**src/rtl/pmem_arbiter_pkg.sv**
```systemverilog
// Shared types for the physical-memory line arbiter: FSM states, registered
// operation kind, and the grant-index width helper.
package pmem_arbiter_pkg;

  typedef enum logic {
    IDLE = 1'b0,
    BUSY = 1'b1
  } arb_state_t;

  typedef enum logic {
    ARB_READ  = 1'b0,
    ARB_WRITE = 1'b1
  } arb_op_t;

  // A single channel still needs a 1-bit grant index.
  function automatic int grant_width(input int n);
    return (n > 1) ? $clog2(n) : 1;
  endfunction

endpackage

```
**src/rtl/pmem_arbiter_rr_picker.sv**
```systemverilog
// Combinational winner select: fixed priority (lowest index) or round-robin
// starting one past the previous winner and wrapping.
module rr_picker
  import pmem_arbiter_pkg::*;
#(
  parameter int NUM_CH = 2,
  parameter int RR_EN = 1,
  localparam int GRANT_W = grant_width(NUM_CH)
) (
  input  logic [NUM_CH-1:0]  req,
  input  logic [GRANT_W-1:0] last_grant,
  output logic               win_vld,
  output logic [GRANT_W-1:0] win_idx
);

  int idx;

  always_comb begin
    win_vld = 1'b0;
    win_idx = '0;
    idx = 0;
    for (int k = 0; k < NUM_CH; k++) begin
      idx = (RR_EN != 0) ? ((int'(last_grant) + 1 + k) % NUM_CH) : k;
      if (!win_vld && req[idx[GRANT_W-1:0]]) begin
        win_vld = 1'b1;
        win_idx = idx[GRANT_W-1:0];
      end
    end
  end

endmodule

```
**src/rtl/pmem_arbiter.sv**
```systemverilog
// N-channel line arbiter in front of the cacheline adaptor: one line
// transaction at a time, request captured on grant, response passed through.
module pmem_arbiter
  import pmem_arbiter_pkg::*;
#(
  parameter int NUM_CH = 2,
  parameter int LINE_W = 256,
  parameter int ADDR_W = 32,
  parameter int RR_EN = 1,
  localparam int GRANT_W = grant_width(NUM_CH)
) (
  input  logic                           clk,
  input  logic                           rst,
  input  logic [NUM_CH-1:0]              ch_read,
  input  logic [NUM_CH-1:0]              ch_write,
  input  logic [NUM_CH-1:0][ADDR_W-1:0]  ch_address,
  input  logic [NUM_CH-1:0][LINE_W-1:0]  ch_wdata,
  output logic [LINE_W-1:0]              ch_rdata,
  output logic [NUM_CH-1:0]              ch_resp,
  output logic                           mem_read,
  output logic                           mem_write,
  output logic [ADDR_W-1:0]              mem_address,
  output logic [LINE_W-1:0]              mem_wdata,
  input  logic [LINE_W-1:0]              mem_rdata,
  input  logic                           mem_resp,
  output logic                           busy,
  output logic [GRANT_W-1:0]             grant
);

  arb_state_t         state, state_nxt;
  arb_op_t            op_q;
  logic [GRANT_W-1:0] grant_q;
  logic [GRANT_W-1:0] last_grant;
  logic [ADDR_W-1:0]  addr_q;
  logic [LINE_W-1:0]  wdata_q;
  logic [NUM_CH-1:0]  req;
  logic               win_vld;
  logic [GRANT_W-1:0] win_idx;

  assign req = ch_read | ch_write;

  rr_picker #(
    .NUM_CH (NUM_CH),
    .RR_EN  (RR_EN)
  ) u_picker (
    .req        (req),
    .last_grant (last_grant),
    .win_vld    (win_vld),
    .win_idx    (win_idx)
  );

  // Stage p0: grant capture. The client's request is frozen here so later
  // changes on its address/data lines cannot disturb the adaptor.
  always_ff @(posedge clk or posedge rst) begin
    if (rst) begin
      state      <= IDLE;
      op_q       <= ARB_READ;
      grant_q    <= '0;
      last_grant <= GRANT_W'(NUM_CH - 1);
      addr_q     <= '0;
      wdata_q    <= '0;
    end else begin
      state <= state_nxt;
      if (state == IDLE && win_vld) begin
        grant_q    <= win_idx;
        last_grant <= win_idx;
        // read+write together is illegal; resolve it as a write
        op_q       <= ch_write[win_idx] ? ARB_WRITE : ARB_READ;
        addr_q     <= ch_address[win_idx];
        wdata_q    <= ch_wdata[win_idx];
      end
    end
  end

  always_comb begin
    state_nxt = state;
    ch_resp   = '0;
    mem_read  = 1'b0;
    mem_write = 1'b0;
    case (state)
      IDLE: begin
        if (win_vld) state_nxt = BUSY;
      end
      BUSY: begin
        mem_read  = (op_q == ARB_READ);
        mem_write = (op_q == ARB_WRITE);
        if (mem_resp) begin
          ch_resp[grant_q] = 1'b1;
          state_nxt        = IDLE;
        end
      end
      default: state_nxt = IDLE;
    endcase
  end

  assign busy        = (state == BUSY);
  assign grant       = grant_q;
  assign mem_address = addr_q;
  assign mem_wdata   = wdata_q;
  assign ch_rdata    = mem_rdata;

endmodule

```
**config.mk**
```make
export PLATFORM = sky130hd
export DESIGN_NAME = pmem_arbiter
export DESIGN_NICKNAME = d
export VERILOG_FILES = /design/src/rtl/pmem_arbiter_pkg.sv /design/src/rtl/pmem_arbiter_rr_picker.sv /design/src/rtl/pmem_arbiter.sv
export SDC_FILE = /design/constraint.sdc
export NUM_CORES = 1
export LEC_CHECK = 0
export BUFFER_PORTS_ARGS = -buffer_cell sky130_fd_sc_hd__buf_4
export CORE_AREA = 8 8 531 533
export CTS_CLUSTER_SIZE = 16
export DETAILED_ROUTE_END_ITERATION = 7
export DIE_AREA = 0 0 539 541
export GPL_ROUTABILITY_DRIVEN = 0
export PLACE_DENSITY = 0.33
export SETUP_SLACK_MARGIN = 0.5
export SYNTH_ARGS = -nofsm -noshare
export SYNTH_HDL_FRONTEND = slang
export SYNTH_HIERARCHICAL = 1
export SYNTH_SLANG_ARGS = --single-unit
export TNS_END_PERCENT = 20
```
**constraint.sdc**
```tcl
create_clock -name clk -period 10.4 [get_ports clk]
set_clock_uncertainty 0.05 [all_clocks]
set_input_delay 0.52 -clock clk [delete_from_list [all_inputs] [get_ports clk]]
set_output_delay 0.52 -clock clk [all_outputs]
set_load 0.03 [all_outputs]
```
==> impl_metrics.tcl, run 1 <==
set metrics [dict create \
    yosys_most_used_dff "dfrtp_1" \
    synth_common_cells "mux2_2 (580), dfrtp_1 (291), buf_4 (277)" \
    setup_ws_ns 7.22 \
    finalPower_mw 8.82 \
    hpwl_um 125000 \
    synth_edf_count 0 \
    top_layer "met5" \
    wl_met1_um 45900 \
    post-place-ws_ns 6.65 \
    ioPinCount 1389 \
    min_path_cells 3 \
    finalSetupTns_ns 0 \
    arrival_ns 3.64 \
    dr.pass1.iters 4 \
    crit_required_ns 10.87 \
    tightest_slew_ns 1.00 \
    synth_top_area_cell "dfrtp_1" \
    rr_worst_depth 5 \
    clock_tree.root_cell "clkbuf_16" \
    cp_max_fo 63 \
    reg2reg_slack_ns 7.22 \
    syn_nets 2045 \
    min_period_ns 3.18 \
    setup_violations 0 \
    cts.sinks 292 \
    grt_pass1_wl_um 176000 \
    drv_cap 0 \
    syn_area_um2 16400 \
    cp-end-kind "flop" \
    io_buffers 876 \
    insertion_delay_ns 0.67 \
    drc 0 \
    hold_end "mem_address[29]" \
    grtUsageTotal_pct 9.35 \
    syn_avg_cell_area_um2 13.6 \
    place_area_um2 25200 \
    dieArea_um2 292000 \
    synth.most_common_cell "mux2_2" \
    antenna_found_initial 25 \
    areaGrowthSynthToFinish_pct 62.4 \
    grt_max_degree 118 \
    vias_per_cell 2.26 \
    cts_tree "done" \
    drtIter0Drc 411 \
    crit_type "reg2reg" \
    antenna_left 0 \
    postSynth.asyncResetShare_pct 100 \
    path_cells "a21boi_4, buf_4, buf_4, mux2_2, mux2_2" \
    post-route-period-util_pct 30.5 \
    final_util_pct 9.78 \
    yosys.area.top_type_share_pct 44.3 \
    stdcell_area_um2 26700 \
    clkTransAtPathRegs_ns 0.06 \
    clock_path_buffers 3 \
    synth_cells 1206 \
    ys_ff_latch 292 \
    placed_cells 5366 \
    start_util_pct 6.02 \
    cts_inserted_buffers 46 \
    gr-total-overflow 0 \
    path_buf_inv 2 \
    core.rowCount 192 \
    fmax_ghz 0.315 \
    max_stage_delay_ns 0.77 \
    whs_ns 0.158 \
    die_h_um 541 \
    cts_resized 0 \
    stdcell_count 5453 \
    cts_hold_buf 2 \
    ys_seq_area_share_pct 44.5 \
    drive_above_1_share_pct 83.0 \
    cts_setup_buffers 0 \
    worstHoldStart "ch_address[61]" \
    first_global_vias 14500 \
    core-area_um2 273000 \
    status "completed" \
    maxSlewHeadroom_pct 33.3 \
    synth.distinct_cells 17 \
    peakVddDrop_mv 0.177 \
    wl_met3_um 25700 \
    powerDensity_nw_per_um2 330 \
    die_x_um 539 \
    r2r-end "mem_wdata[177]" \
    met2WireLength_um 64700 \
    slew_viol_final 0 \
    power_leakage_nw 10.7 \
    cts_max_level 2 \
    hold_path_class "in2reg" \
    r2r-start "last_grant" \
    nNetsFinal 2666 \
    rsz0062_at_grt "no" \
    yosys-top-cells-area "dfrtp_1 (44%), mux2_2 (40%), buf_4 (13%)" \
    cp_top_family "buffers and inverters" \
    yosys_warnings 6 \
    num_vias 12300 \
    worst_path_max_delay_cell "buf_4" \
    wl_per_cell_um 26.2 \
    startpoint_type "flop" \
    hold_violations 0 \
    drt-total-wl_um 143000 \
]
-- cell usage in the layout, fill, tap and decap left out --
| cell type | n |
|---|---|
| buf_4 | 888 |
| mux2_2 | 580 |
| dfrtp_1 | 291 |
| clkbuf_16 | 47 |
| clkbuf_1 | 14 |
| clkbuf_8 | 8 |
| diode_2 | 4 |
| clkinv_2 | 4 |
| buf_12 | 3 |
| or2_2 | 2 |
| nor2_1 | 2 |
| inv_6 | 2 |
| bufinv_16 | 2 |
| dlygate4sd3_1 | 2 |
| nor2b_4 | 1 |
| nand2_1 | 1 |
| inv_1 | 1 |
| nand2b_1 | 1 |
| o21ai_0 | 1 |
| and2_1 | 1 |
| and3_1 | 1 |
| inv_8 | 1 |
| clkinv_16 | 1 |
| inv_16 | 1 |
| clkinvlp_4 | 1 |
| clkinv_4 | 1 |
| dfstp_2 | 1 |
| a21boi_4 | 1 |
| or2_1 | 1 |
-- flip-flops by register name, summed over array words and instances, names as in the netlist --
name,count
busy,1
grant,1
last_grant,1
mem_address,32
mem_wdata,256
op_q,1
-- power breakdown --
part	internal [mW]	switching, mW
Combinational	1.88	3.11
Sequential	1.73	0.475
Clock	0.940	0.685
Total	4.55	4.27
-- cell type report --
cell class	count	area (um^2)
repair buffers	893	6750
clock inverters	12	164
multi-input cells	592	6620
well taps	3589	4490
fillers	31500	246000
inverters	2	15.0
flip-flops and latches	292	7310
diodes	4	10.0
clock buffers	69	1340
-- worst reg2reg max path: cells and delay by family, from the launching register on --
| family | cells | cell delay, ns |
|---|---|---|
| buffers and inverters | 2 | 1.57 |
| flip-flops | 1 | 0.38 |
| multiplexers | 2 | 0.87 |
| AO/OA/AOI/OAI | 1 | 0.15 |
-- worst max path at each step --
| stage | slack [ns] | from | cells past startpoint | endpoint |
|---|---|---|---|---|
| floorplan | 1.77 | rst | 1 | busy |
| global route | 7.00 | busy | 4 | mem_wdata[130] |
| finish | 7.22 | last_grant | 5 | mem_wdata[177] |
| global placement | 6.67 | ch_write[0] | 7 | mem_wdata[181] |
| CTS | 7.11 | busy | 4 | mem_wdata[158] |
| detailed placement | 6.65 | ch_write[0] | 7 | mem_wdata[177] |
-- per-layer routing --
layer	track usage [%]	vias up
met5	0	-
met4	3.92	8
met3	7.77	282
met2	14.9	824
met1	8.71	5998
li1	-	5223
-- kinds of logic after synthesis --
logic type / synth area share, %
buffers and inverters: 15.4
and+or+nand+nor: 0.335
muxes: 39.7
AOI/OAI and AO/OA: 0.0761
DFF: 44.5
(Power assumes the default switching activity.)
==> run 2: changes to the inputs <==
PLACE_DENSITY = 0.34   (was 0.33)
clock period = 2.8 ns   (was 10.4 ns; I/O delays follow)
==> run 2 against run 1 <==
  * Total power increased to 3.9 times the previous value
  * Hold slack got worse by 0.012 ns
  * Final cell count up 11%
  * Global-route usage increased by 0.47 points
  * Die area unchanged
  * Flip-flop and latch count unchanged
  * Critical endpoint is now mem_wdata[198]
  * Sequential share of layout area is 5.3 points lower
==> impl_metrics.tcl, run 2 (synthesis gave the netlist of run 1 again) <==
set metrics [dict create \
    ioPinCount 1389 \
    power_leakage_nw 13.5 \
    rsz0062_at_grt "no" \
    antenna_found_initial 38 \
    largest_reg_flops 256 \
    ff_latch_area_um2 7310 \
    start_util_pct 6.02 \
    swShare_pct 46.8 \
    antenna_left 0 \
    cts_setup_buffers 0 \
    setup_ws_ns 0.517 \
    post-place-ws_ns 0.332 \
    post-route-period-util_pct 81.5 \
    fmax_ghz 0.438 \
    clock_path_buffers 3 \
    cts.sinks 292 \
    clkTransAtPathRegs_ns 0.05 \
    setup_violations 0 \
    grtUsageTotal_pct 9.82 \
    cp_max_fo 42 \
    tightest_slew_ns 0.757 \
    core.rowCount 192 \
    cts_inserted_buffers 46 \
    clock_tree.root_cell "clkbuf_16" \
    num_vias 14700 \
    drt-total-wl_um 150000 \
    grt_pass1_wl_um 189000 \
    hpwl_um 129000 \
    hold_path_class "in2reg" \
    nFillCells 31000 \
    min_period_ns 2.28 \
    arrival_ns 2.74 \
    peakVddDrop_mv 0.612 \
    die_x_um 539 \
    crit_required_ns 3.26 \
    hold_violations 0 \
    drv_cap 0 \
    p_int_mw 18.3 \
    crit_type "in2reg" \
    final_cell_mix "buf_4 (913), mux2_2 (580), dlygate4sd3_1 (580)" \
    dr.pass1.iters 4 \
    whs_ns 0.146 \
    drtIter0Drc 359 \
    wl_per_cell_um 24.7 \
    p_comb_share_pct 57.0 \
    core-area_um2 273000 \
    drc 0 \
    multi_input_area_um2 6620 \
    insertion_delay_ns 0.66 \
    gr-total-overflow 0 \
    cp-end-kind "flop" \
    status "completed" \
    areaGrowthSynthToFinish_pct 101 \
    cts_max_level 2 \
    slew_viol_final 0 \
    nNetsFinal 3280 \
    powerDensity_nw_per_um2 1040 \
    final_common_cell "buf_4" \
    switchingPower_mw 16.0 \
    cts_tree "done" \
    io_buffers 876 \
    maxSlewHeadroom_pct 49.5 \
    dieArea_um2 292000 \
    grt_max_degree 82 \
    startpoint_type "input pin" \
    drive_above_1_share_pct 64.2 \
    vias_per_cell 2.42 \
    first_global_vias 17400 \
    seqPwrFrac_pct 23.8 \
    clock_power_share_pct 19.2 \
    die_h_um 541 \
]
==> run 2: changes by cell type in the layout (fill, tap and decap cells not counted), moves of 2 or more <==
cell,before,now
clkbuf_1,14,8
bufinv_16,2,8
diode_2,4,11
buf_12,3,13
buf_4,888,913
inv_6,2,4
dlygate4sd3_1,2,580
==> run 2: path summary, 6_finish.rpt <==
path / from / to / cells past startpoint / slack (ns)
max: ch_write[0] / mem_wdata[198] / 8 / 0.52
min: ch_read[1] / busy / 5 / 0.15
max reg2reg: last_grant / mem_wdata[198] / 5 / 0.66
min reg2reg: mem_wdata[128] / mem_wdata[128] / 1 / 0.45
max in group asynchronous: rst / mem_wdata[142] / 4 / 1.65
min in group asynchronous: rst / mem_wdata[243] / 4 / 0.26
==> run 2: power by group through the flow <==
stage / clock (mW) / sequential [mW] / combinational [mW]
floorplan: 0 / 11.8 / 6.50
finish: 6.58 / 8.17 / 19.6
detailed placement: 0 / 8.28 / 20.0
CTS: 7.01 / 8.30 / 20.7
global route: 7.07 / 8.52 / 21.4
global placement: 0 / 8.26 / 20.0
==> run 2: repair_timing <==
item | in CTS | in global routing
resized for setup | 2 | 1
endpoints found under the hold margin | 526 | 0
endpoints found under the setup margin | 2 | 31
hold buffers | 580 | 0
==> run 2: per-stage QoR <==
stage | util (%) | std cells | area [um^2] | total power [mW] | setup TNS (ns)
2_1_floorplan | - | 1206 | 16400 | 18.4 | -368.15
3_3_place_gp | 9.36 | 5402 | 25500 | 28.3 | 0
3_5_place_dp | 9.36 | 5402 | 25500 | 28.3 | 0
4_1_cts | 12.1 | 6067 | 33000 | 36.1 | 0
5_1_grt | 12.1 | 6071 | 33000 | 37.0 | 0
6_report | 12.1 | 6078 | 33100 | 34.3 | 0
==> run 2: worst max-delay path, stage by stage <==
cell and delay, ns:
dlygate4sd3_1 0.57, buf_4 0.17, or2_2 0.34, a21boi_4 0.21, buf_12 0.21, buf_12 0.29, mux2_2 0.39, mux2_2 0.26
==> run 2: layer usage <==
layer  global-route usage, %  vias to the layer above  wire length, um
met2                    15.4                      869            66200
met5                   0.389                        -              174
met1                    9.09                     7022            47800
met3                    8.22                      337            27800
met4                    4.62                        6             8190
li1                        -                     6462                -
==> run 2: final cells by class <==
class,instances,share of cell area [%]
Clock inverter,22,1.09
Inverter,2,0.0341
Timing Repair Buffer,1507,39.1
Multi-Input combinational cell,592,20.0
Clock buffer,63,3.95
Sequential cell,292,22.1
Tap cell,3589,13.6
Antenna cell,11,0.0833
==> run 3: changes to the inputs <==
ABC_AREA = 1   (was default)
clock period = 1.86 ns   (was 2.8 ns; I/O delays follow)
==> run 3 against run 2 <==
  * The run now ends with hold timing, setup timing left
  * Core utilization up 1.9 points
  * Synthesized cell count up 100%
  * First-iteration DRC count rose to 2.8 times the previous value
  * Clock power up 37%
  * Setup slack worse by 0.52 ns
  * Hold slack worse by 0.16 ns
  * Register-to-register slack worse by 0.67 ns
  * Critical path depth up 1
  * Non-clock buffer count up 188
  * Area after synthesis up 0.22%
  * Flip-flop and latch count unchanged
==> impl_metrics.tcl, run 3 <==
set metrics [dict create \
    status "finished, violations left" \
    failed_checks "hold timing, setup timing" \
    synth.distinct_cells 13 \
    post-route-period-util_pct 100 \
    cp_top_family "buffers and inverters" \
    maxSlewHeadroom_pct 54.5 \
    slew_viol_final 0 \
    ys_ff_latch 292 \
    syn_nets 3271 \
    drc 0 \
    setup_violations 3 \
    stdcell_count 7430 \
    nNetsFinal 4631 \
    ioPinCount 1389 \
    min_path_cells 6 \
    wl_per_cell_um 24.0 \
    drive_above_1_share_pct 40.9 \
    peakVddDrop_mv 0.722 \
    drt-total-wl_um 178000 \
    clkTransAtPathRegs_ns 0.05 \
    clock_tree.root_cell "clkbuf_16" \
    power_leakage_nw 19.0 \
    postSynth.asyncResetShare_pct 100 \
    vias_per_cell 2.87 \
    rr_worst_depth 9 \
    gr-usage-met3_pct 7.21 \
    worst_path_max_delay_cell "dfstp_2" \
    nFillCells 31200 \
    dr.pass1.iters 4 \
    cts_tree "done" \
    drtIter0Drc 993 \
    powerDensity_nw_per_um2 1590 \
    final_util_pct 14.1 \
    synth_top_area_cell "dfrtp_1" \
    stdcell_area_um2 38400 \
    post-place-ws_ns -0.132 \
    ff_latch_area_um2 7310 \
    placed_cells 6621 \
    crit_type "reg2reg" \
    finalPower_mw 61.1 \
    finalSetupTns_ns -0.00881 \
    syn_area_um2 16500 \
    synth_edf_count 0 \
    yosys_warnings 6 \
    synth_common_cells "nand2_1 (1740), dfrtp_1 (291), buf_4 (268)" \
    synth-xor-area-share_pct 0 \
    muxShareOfSynthArea_pct 0 \
    path_buf_inv 4 \
    min_period_ns 1.87 \
    use_met1_pct 12.2 \
    cts_max_level 2 \
    dieArea_um2 292000 \
    num_vias 21300 \
    syn_avg_cell_area_um2 6.77 \
    cp_max_fo 7 \
    cp-end-kind "flop" \
    synthAdderAreaFrac_pct 0 \
    yosys.area.top_type_share_pct 44.2 \
    io_buffers 876 \
    synth.most_common_cell "nand2_1" \
    multi_input_area_um2 8210 \
    hold_path_class "in2reg" \
    cts_hold_buf 580 \
    crit_required_ns 2.36 \
    place_area_um2 26200 \
    grtUsageTotal_pct 11.4 \
    gr-total-overflow 0 \
    drv_cap 0 \
    path_cells "a21oi_4, buf_12, buf_16, buf_12, buf_16, nand2_1, nand2_4, nand2_4, nand2_2" \
    startpoint_type "flop" \
    insertion_delay_ns 0.68 \
    yosys.area_share.simple_pct 39.9 \
    final_common_cell "nand2_1" \
    grt_max_degree 82 \
    areaGrowthSynthToFinish_pct 133 \
    synth_top_family_by_area "simple AND/OR/NAND/NOR gates" \
    die_h_um 541 \
    synth_compound_area_share_pct 0.0912 \
    tightest_slew_ns 0.682 \
    clock_path_buffers 3 \
    core.rowCount 192 \
    yosys_most_used_dff "dfrtp_1" \
    antenna_left 0 \
    largest_reg_flops 256 \
    ys_seq_area_share_pct 44.4 \
    met2_usage_pct 17.9 \
    rsz0062_at_grt "yes" \
    grt_pass1_wl_um 224000 \
    core-area_um2 273000 \
    max_stage_delay_ns 0.57 \
    hold_violations 1 \
    fmax_ghz 0.536 \
    antenna_found_initial 46 \
    final_cell_mix "nand2_1 (1378), buf_4 (920), dlygate4sd3_1 (580)" \
    top_usage_layer "met2" \
    hpwl_um 135000 \
    synth_cells 2432 \
    whs_ns -0.0121 \
    yosys-top-cells-area "dfrtp_1 (44%), nand2_1 (40%), buf_4 (12%)" \
    start_util_pct 6.04 \
    arrival_ns 2.36 \
    cts.sinks 292 \
    setup_ws_ns -0.00539 \
    path_depth 9 \
    cts_inserted_buffers 45 \
    first_global_vias 23100 \
    die_x_um 539 \
]
[run 3: cell type report]
| class | count | share of cell area [%] |
|---|---|---|
| antenna | 18 | 0.117 |
| timing repair buffer | 1695 | 43.7 |
| clock buffer | 69 | 3.59 |
| clock inverter | 9 | 0.284 |
| tap | 3589 | 11.7 |
| timing repair inverter | 1 | 0.0522 |
| multi-input combinational | 1750 | 21.4 |
| sequential | 292 | 19.1 |
| inverter | 7 | 0.127 |
[run 3: logic make-up after synthesis]
logic type,Yosys count
buffers and inverters,390
AOI/OAI and AO/OA,3
DFF,292
and+or+nand+nor,1747
[run 3: worst paths after layout]
path                           startpoint              to  slack [ns]
hold reg to reg            mem_wdata[200]  mem_wdata[200]        0.43
hold / removal                 ch_read[1]            op_q       -0.01
setup / recovery               last_grant  mem_wdata[117]      -0.005
max in group asynchronous             rst  mem_wdata[222]        0.99
min in group asynchronous             rst           grant        0.10
setup reg to reg               last_grant  mem_wdata[117]      -0.005
[run 3: what timing repair did]
action,in CTS,in global routing
hold endpoints to repair,582,1
buffers inserted,64,8
gates resized for setup,317,391
gates cloned,50,11
pin swaps,65,171
setup endpoints to repair,586,586
[run 3: worst register-to-register path: cells and delay by family, from the launching register on]
| family | cells | cell delay, ns |
|---|---|---|
| AOI/OAI and AO/OA | 1 | 0.09 |
| DFF | 1 | 0.57 |
| and+or+nand+nor | 4 | 0.31 |
| buffers and inverters | 4 | 0.73 |
[run 3: layer usage]
layer  vias up  part of all wire [%]
met2       998                    44
met1     10100                    37
met3       374                    14
met4         8                   5.2
li1       9761                     -
met5         -                 0.043
[run 3: power breakdown]
| part | internal [mW] | total, mW | leakage [nW] | switching (mW) |
|---|---|---|---|---|
| Sequential | 9.41 | 11.6 | 3.62 | 2.23 |
| Clock | 5.31 | 9.04 | 0.732 | 3.72 |
| Combinational | 15.4 | 40.4 | 14.6 | 25.0 |
| Total | 30.1 | 61.1 | 19.0 | 31.0 |
